**config.mk**
```make
export PLATFORM = sky130hd
export DESIGN_NAME = dtcm_port_arbiter
export DESIGN_NICKNAME = d
export VERILOG_FILES = /design/src/rtl/dtcm_port_arbiter.sv
export SDC_FILE = /design/constraint.sdc
export NUM_CORES = 1
export LEC_CHECK = 0
export ABC_CLOCK_PERIOD_IN_PS = 10400
export CAP_MARGIN = 15
export CORE_MARGIN = 2
export CORE_UTILIZATION = 45
export CTS_CLUSTER_DIAMETER = 200
export DETAILED_ROUTE_END_ITERATION = 16
export PLACE_DENSITY = 0.95
export SETUP_SLACK_MARGIN = 0.05
export SLEW_MARGIN = 30
export SYNTH_ARGS = -nofsm -noshare
export SYNTH_HDL_FRONTEND = slang
export SYNTH_SLANG_ARGS = --single-unit
```
**constraint.sdc**
```tcl
create_clock -name clk -period 10.4 [get_ports clk]
set_input_delay 2.08 -clock clk [delete_from_list [all_inputs] [get_ports clk]]
set_output_delay 2.08 -clock clk [all_outputs]
set_load 0.03 [all_outputs]
```
**src/rtl/dtcm_port_arbiter.sv**
```systemverilog
// Two-master DTCM arbiter: IDLE->BUSY->DONE; grant to ready is 2 cycles plus wait states; BUSY is bounded by TIMEOUT_CYCLES.
// Backpressure: a master holds req until its one-cycle ready; tie rule set by DTCM_ARB_ROUND_ROBIN_EN (else fixed m0 priority).
module dtcm_port_arbiter #(
    parameter int                    ADDR_WIDTH     = 32,
    parameter int                    DATA_WIDTH     = 32,
    parameter int                    TIMEOUT_CYCLES = 16,
    parameter logic [DATA_WIDTH-1:0] ERR_DATA       = 32'hDEAD_BEEF
) (
    input  logic                  clk,
    input  logic                  rst,
    input  logic                  m0_req_i,
    input  logic [ADDR_WIDTH-1:0] m0_addr_i,
    input  logic [DATA_WIDTH-1:0] m0_wdata_i,
    input  logic                  m0_rw_i,
    output logic [DATA_WIDTH-1:0] m0_rdata_o,
    output logic                  m0_ready_o,
    input  logic                  m1_req_i,
    input  logic [ADDR_WIDTH-1:0] m1_addr_i,
    input  logic [DATA_WIDTH-1:0] m1_wdata_i,
    input  logic                  m1_rw_i,
    output logic [DATA_WIDTH-1:0] m1_rdata_o,
    output logic                  m1_ready_o,
    output logic                  dtcm_en_o,
    output logic [ADDR_WIDTH-1:0] dtcm_addr_o,
    output logic [DATA_WIDTH-1:0] dtcm_wdata_o,
    output logic                  dtcm_rw_o,
    input  logic [DATA_WIDTH-1:0] dtcm_rdata_i,
    input  logic                  dtcm_ready_i,
    output logic                  owner_o,
    output logic                  err_timeout_o
);

    localparam logic [1:0] S_IDLE = 2'd0;
    localparam logic [1:0] S_BUSY = 2'd1;
    localparam logic [1:0] S_DONE = 2'd2;

    localparam int CNT_W = $clog2(TIMEOUT_CYCLES + 1);
    localparam logic [CNT_W-1:0] CNT_TC = CNT_W'(TIMEOUT_CYCLES - 1);

    logic [1:0]            state_q, state_d;
    logic [CNT_W-1:0]      cnt_q, cnt_d;
    logic                  owner_q, owner_d;
    logic                  last_q, last_d;
    logic [ADDR_WIDTH-1:0] addr_q, addr_d;
    logic [DATA_WIDTH-1:0] wdata_q, wdata_d;
    logic                  rw_q, rw_d;
    logic [DATA_WIDTH-1:0] m0_rdata_q, m0_rdata_d;
    logic [DATA_WIDTH-1:0] m1_rdata_q, m1_rdata_d;
    logic                  m0_ready_q, m0_ready_d;
    logic                  m1_ready_q, m1_ready_d;
    logic                  err_q, err_d;

    logic                  grant_sel;
    logic                  cpl_vld;
    logic [DATA_WIDTH-1:0] cpl_dat;

    // grant_sel is only meaningful when at least one request is present
    always_comb begin
`ifdef DTCM_ARB_ROUND_ROBIN_EN
        if (m0_req_i && m1_req_i) begin
            grant_sel = ~last_q;
        end else begin
            grant_sel = ~m0_req_i;
        end
`else
        grant_sel = ~m0_req_i;
`endif
    end

    always_comb begin
        state_d    = state_q;
        cnt_d      = cnt_q;
        owner_d    = owner_q;
        last_d     = last_q;
        addr_d     = addr_q;
        wdata_d    = wdata_q;
        rw_d       = rw_q;
        m0_rdata_d = m0_rdata_q;
        m1_rdata_d = m1_rdata_q;
        m0_ready_d = 1'b0;
        m1_ready_d = 1'b0;
        err_d      = 1'b0;
        cpl_vld    = 1'b0;
        cpl_dat    = '0;

        case (state_q)
            S_IDLE: begin
                if (m0_req_i || m1_req_i) begin
                    owner_d = grant_sel;
                    last_d  = grant_sel;
                    addr_d  = grant_sel ? m1_addr_i  : m0_addr_i;
                    wdata_d = grant_sel ? m1_wdata_i : m0_wdata_i;
                    rw_d    = grant_sel ? m1_rw_i    : m0_rw_i;
                    cnt_d   = '0;
                    state_d = S_BUSY;
                end
            end
            S_BUSY: begin
                cnt_d = cnt_q + CNT_W'(1);
                // A real completion on the terminal cycle beats the timeout
                if (dtcm_ready_i) begin
                    cpl_vld = 1'b1;
                    cpl_dat = rw_q ? '0 : dtcm_rdata_i;
                end else if (cnt_q == CNT_TC) begin
                    cpl_vld = 1'b1;
                    cpl_dat = rw_q ? '0 : ERR_DATA;
                    err_d   = 1'b1;
                end
                if (cpl_vld) begin
                    if (owner_q) begin
                        m1_rdata_d = cpl_dat;
                        m1_ready_d = 1'b1;
                    end else begin
                        m0_rdata_d = cpl_dat;
                        m0_ready_d = 1'b1;
                    end
                    state_d = S_DONE;
                end
            end
            S_DONE: begin
                state_d = S_IDLE;
            end
            default: begin
                state_d = S_IDLE;
            end
        endcase
    end

    always_ff @(posedge clk or posedge rst) begin
        if (rst) begin
            state_q    <= S_IDLE;
            cnt_q      <= '0;
            owner_q    <= 1'b0;
            last_q     <= 1'b1;
            addr_q     <= '0;
            wdata_q    <= '0;
            rw_q       <= 1'b0;
            m0_rdata_q <= '0;
            m1_rdata_q <= '0;
            m0_ready_q <= 1'b0;
            m1_ready_q <= 1'b0;
            err_q      <= 1'b0;
        end else begin
            state_q    <= state_d;
            cnt_q      <= cnt_d;
            owner_q    <= owner_d;
            last_q     <= last_d;
            addr_q     <= addr_d;
            wdata_q    <= wdata_d;
            rw_q       <= rw_d;
            m0_rdata_q <= m0_rdata_d;
            m1_rdata_q <= m1_rdata_d;
            m0_ready_q <= m0_ready_d;
            m1_ready_q <= m1_ready_d;
            err_q      <= err_d;
        end
    end

    assign dtcm_en_o     = (state_q == S_BUSY);
    assign dtcm_addr_o   = addr_q;
    assign dtcm_wdata_o  = wdata_q;
    assign dtcm_rw_o     = rw_q;
    assign owner_o       = owner_q;
    assign m0_rdata_o    = m0_rdata_q;
    assign m1_rdata_o    = m1_rdata_q;
    assign m0_ready_o    = m0_ready_q;
    assign m1_ready_o    = m1_ready_q;
    assign err_timeout_o = err_q;

endmodule

```
==> results.py <==
metrics = {
    "timing": {
        "worst_pin_slew_ps": 794,
        "max_freq_mhz": 256,
        "worst_slack_ps": 6500,
        "fin_skew_ps": 9.92,
        "period_minus_slack_ps": 3900,
        "setup_tns_ps": 0,
        "rsz0062_at_grt": "false",
        "relSlewSlack_pct": 47.0,
        "slew_viol_final": 0,
        "setup_viol": 0,
        "hold_viol_final": 0,
        "hold-worst-slack_ps": 503,
        "post-route-period-util_pct": 37.5,
    },
    "setup_path": {
        "worst_r2r_startpoint": "cnt_q[0]",
        "reg2reg_depth": 7,
        "cp_max_fo": 14,
        "critPathKind": "reg -> out",
        "endpoint_kind": "primary output",
        "arrival_ps": 1820,
        "rr_endpoint": "m0_rdata_o[7]",
        "worstSetupStartpointType": "flop",
        "required_ps": 8320,
        "rrSetupSlack_ps": 8060,
    },
    "synth": {
        "synth_seq_cells": 140,
        "synth.avg_cell_area_um2": 12.4,
        "synth_top_area_share_pct": 55.1,
        "synthesis.area_um2": 6360,
        "postSynthCellCount": 511,
        "yosysWarnings": 0,
        "synth_top_area_cell": "dfrtp_1",
        "netlist_top_cells_area": "dfrtp_1, o21ai_0, mux2i_1",
        "ys_seq_area_share_pct": 55.1,
        "synth.distinct_cells": 36,
        "syn_nets": 680,
    },
    "clock_network": {
        "cts_setup_buffers": 0,
        "cts_root_buf": "clkbuf_16",
        "postCtsHoldBufs": 0,
        "cts_buffer_depth": 2,
        "cts.htree.levels": 4,
        "path_clk_slew_ps": 60,
        "cts_tree": "yes",
        "ctsResizeCount": 0,
        "clock_sinks": 140,
        "cts_inserted_buffers": 17,
        "clk_latency_ps": 420,
    },
    "hold_path": {
        "hold_depth": 2,
        "min_to": "dtcm_wdata_o[3]",
        "hp-class": "reg -> reg",
        "worstHoldStart": "dtcm_wdata_o[3]",
    },
    "routing": {
        "wl_per_cell_um": 18.7,
        "antenna_left": 0,
        "drt_pass1_iterations": 4,
        "drt_iter0_markers": 360,
        "vias_per_cell": 5.33,
        "drc": 0,
        "vias": 5260,
        "totalWireLength_mm": 18.4,
    },
    "power": {
        "power_switching_mw": 1.30,
        "intPower_mw": 1.90,
        "p_leak_nw": 4.53,
        "clkPwrFrac_pct": 19.8,
        "power.total_mw": 3.20,
        "p_seq_share_pct": 29.8,
        "p_sw_share_pct": 40.7,
        "ir_worst_vdd_uv": 134,
        "power_density_nw_per_um2": 319,
        "power_frac_comb_pct": 50.3,
    },
    "grt": {
        "grt-ovfl-total": 0,
        "grt_max_degree": 80,
        "grt_pass1_wl_mm": 28.4,
        "grt_pass1_vias": 5419,
        "track_usage_pct": 24.8,
        "antenna_found_initial": 0,
    },
    "final_layout": {
        "fin_nets": 963,
        "area_growth_pct": 57.8,
        "fill_cells": 919,
        "drive_gt1_share_pct": 14.0,
        "post-route-util_pct": 72.6,
        "fin_cells": 987,
        "antenna_cells": 0,
        "final_area_um2": 10000,
    },
    "die": {
        "io_pins": 301,
        "dieWidth_um": 123,
        "rows": 43,
        "coreArea_um2": 13800,
        "die_h_um": 123,
        "dieArea_um2": 15100,
        "initial_core_util_pct": 46.0,
    },
    "place": {
        "dpl.cell_count": 955,
        "hpwl_mm": 13.3,
        "pre_cts_slack_ps": 6370,
        "numPortBuffers": 300,
        "gp_congestion": 0.770,
        "placed_area_um2": 9410,
    },
    "flow_run": {
        "cap_violations": 0,
    },
    "outcome": {
        "status": "complete, no violations",
    },
}
kinds of logic after synthesis:
| family | Yosys count | synth area share [%] |
|---|---|---|
| AOI/OAI and AO/OA | 165 | 14.1 |
| DFF | 140 | 55.1 |
| muxes | 129 | 23.3 |
| buffers and inverters | 45 | 4.07 |
| and+or+nand+nor | 29 | 2.97 |
| adders and majority gates | 2 | 0.393 |
| xor gates and xnor gates | 1 | 0.138 |
cells in the mapped netlist (all sizes together):
library cell and count:
o22ai 2, o21ai 134, ha 2, mux2i 65
a21oi 3, or2 2, and2b 1, nor3 1
buf 18, clkbuf 24, nand2 4, a21o 24
mux2 64, inv 3, o211ai 1, nor2 5
dfrtp 140, and2 8, a31o 1, xor2 1
nor3b 2, nand3 1, nand2b 3, and3 2
final cells by class:
class	instances	area [um2]	area share [%]
clock buffer	18	439	4.38
clock inverter	14	183	1.82
inverter	3	16.3	0.162
multi-input combinational	326	2620	26.1
sequential	140	3500	34.9
tap	180	225	2.24
timing repair buffer	306	3050	30.4
placed cells by master, fill, tap and decap left out, drive strengths merged:
cell type	count
a21o	24
a21oi	3
a31o	1
and2	8
and2b	1
and3	2
buf	7
bufinv	3
clkbuf	18
clkdlybuf4s50	299
clkinv	6
dfrtp	140
ha	2
inv	8
mux2	64
mux2i	65
nand2	4
nand2b	3
nand3	1
nor2	5
nor3	1
nor3b	2
o211ai	1
o21ai	134
o22ai	2
or2	2
xor2	1
power by group through the flow:
stage	combinational (mW)	sequential (mW)	clock, mW
final	1.61	0.956	0.635
after floorplan	0.444	1.43	0
after detailed placement	1.62	0.962	0
after global placement	1.58	0.945	0
after global routing	1.71	0.985	0.667
after CTS	1.63	0.955	0.644
per-layer routing:
layer  track usage (%)  up-vias  part of all wire (%)
met5                 0        -                     0
met4              10.7        0                   2.7
met3              7.81       41                   8.1
met2              43.9      247                    52
met1              27.2     2581                    37
li1                  -     2391                     -
critical path, stage by stage, from the launching register on:
cell             delay, ps
dfrtp_1                390
nand2b_4               220
inv_2                  110
clkdlybuf4s50_1        690
how the worst max path moves through the flow:
stage | startpoint | endpoint | slack [ps] | cells past startpoint
finish | state_q[1] | dtcm_en_o | 6500 | 3
detailed placement | dtcm_ready_i | m0_rdata_o[7] | 6370 | 5
CTS | state_q[1] | dtcm_en_o | 6470 | 3
global placement | rst | m0_rdata_o[12] | 6440 | 3
floorplan | rst | cnt_q[0] | 4570 | 1
global route | state_q[1] | dtcm_en_o | 6420 | 3
registers in the layout (all words and copies together) (netlist names):
| register | count |
|---|---|
| m0_ready_o | 1 |
| m1_ready_o | 1 |
| dtcm_rw_o | 1 |
| m1_rdata_o | 32 |
| dtcm_addr_o | 32 |
| cnt_q | 5 |
| dtcm_wdata_o | 32 |
| m0_rdata_o | 32 |
| state_q | 2 |
| owner_o | 1 |
| err_timeout_o | 1 |
No activity file was read; power rests on OpenSTA's default activity.
==> edit (same settings) <==
Reset style: synchronous (`rst`), changed in one clocked block.
--- a/src/rtl/dtcm_port_arbiter.sv
+++ b/src/rtl/dtcm_port_arbiter.sv
@@ -127,5 +127,5 @@
     end
 
-    always_ff @(posedge clk or posedge rst) begin
+    always_ff @(posedge clk) begin
         if (rst) begin
             state_q    <= S_IDLE;
Function: differs if rst is asserted again (counterexample within 4 cycles, from zero or initial values and one cycle with rst high); with rst held inactive, the same outputs for 4 cycles.
==> edit against the original RTL <==
Routed wire length grew 6.3%. Global-route usage increased by 2.4 points. Register-to-register slack got worse by 30 ps. Setup slack worse by 500 ps. First-iteration DRC count rose by 45%. Non-clock buffer count unchanged. Synthesized area shrank 5.4%. Sequential cell count did not move. Critical path depth shrank 1. Final area fell by 4.6%.
Power is not compared: it rests on default switching activity, and its combinational part moved more than twofold at a synthesized area within 25%.
==> edit: results <==
pwr:
  clockNetworkPower_uw: 601
  p_int_uw: 1080
  clockPowerShare_pct: 38.8
  irDropWorstVdd_mv: 0.113
synthesis:
  yosys-top-cells-count: "dfxtp_1, a21oi_1, mux2i_1"
  synth.area.top_cells: "dfxtp_1, mux2i_1, a211oi_2"
  synth_xor_area_share_pct: 0
  synth_nets: 744
  syn_inst: 575
  yosys-mux-area-fraction_pct: 13.5
  ys_async_sr_fraction_pct: 0
  synth-adder-area-share_pct: 0.416
  yosysSeqAreaShare_pct: 46.6
  synth-compound-area-share_pct: 27.5
  ys_warn_count: 0
  synth_cell_type_count: 32
route:
  drt-pass1-iter-count: 6
  drcViolationCount: 0
  wl_per_cell_um: 19.1
  detail_route.iter0.violations: 523
  routed_wl_mm: 19.6
  vias_per_cell: 5.58
setup_path:
  r2r-end: "m0_rdata_o[16]"
  cp_top_family: "buffers and inverters"
  r2r_slack_ps: 8030
  endpoint: "dtcm_en_o"
  worstPathArrival_ps: 2320
  crit_slowest_cell: "clkdlybuf4s50_1"
  r2r_cells: 6
  startpoint: "state_q[0]"
  cp_slowest_stage_delay_ps: 820
  path_max_fanout: 7
  timing.rr.start: "cnt_q[0]"
placement:
  place.port_buffers: 300
  dp_hpwl_mm: 13.5
  postPlaceCellArea_um2: 8970
  gp_congestion: 0.796
cells_and_area:
  fillCellCount: 908
  diodes: 0
  drive_above_1_share_pct: 10.6
cts:
  ctsHtreeMaxLevel: 4
  cts_setup_buffers: 0
  post_cts_resized: 0
  cts_buffer_depth: 2
  cts_buffers: 17
worst_hold_path:
  min_path_cells: 1
  hold_class: "reg2reg"
  min-delay-start: "cnt_q[4]"
  hold_end: "cnt_q[4]"
sta:
  relSlewSlack_pct: 33.0
  fin_skew_ps: 12.9
global_routing:
  grt_pass1_vias: 5666
  grt_max_degree: 68
  grt_first_pass_wirelength_mm: 30.5
  grt_usage_pct: 27.2
outcome:
  status: "finished, final reports clean"
## edit: worst reg2reg max path: cells and delay by family (launching register included)
kind	cells	cell delay (ps)
flip-flops	1	340
adder cells (fa/ha/maj)	2	430
AO/OA/AOI/OAI	2	570
AND/OR/NAND/NOR	2	910
## edit: routing by layer
layer / GRT usage (%) / part of all wire (%) / wire length, um
met1: 31.5 / 38 / 7520
met2: 47.0 / 51 / 9950
met3: 8.13 / 8.1 / 1590
met4: 10.8 / 2.9 / 563
met5: 0 / 0 / 0
## edit: metrics by stage
step / hold WS, ps / setup WS, ps / util [%]
floorplan: 432 / 7150 / -
global placement: 449 / 5590 / 68.2
detailed placement: 451 / 5750 / 68.3
CTS: 471 / 5990 / 72.8
global route: 491 / 5940 / 72.9
finish: 472 / 6000 / 72.9
## edit: cell type report
class / instances / area share [%]
tap: 176 / 2.30
sequential: 140 / 29.3
inverter: 3 / 0.118
clock inverter: 14 / 1.54
clock buffer: 18 / 4.59
multi-input combinational: 372 / 30.4
timing repair buffer: 306 / 31.8
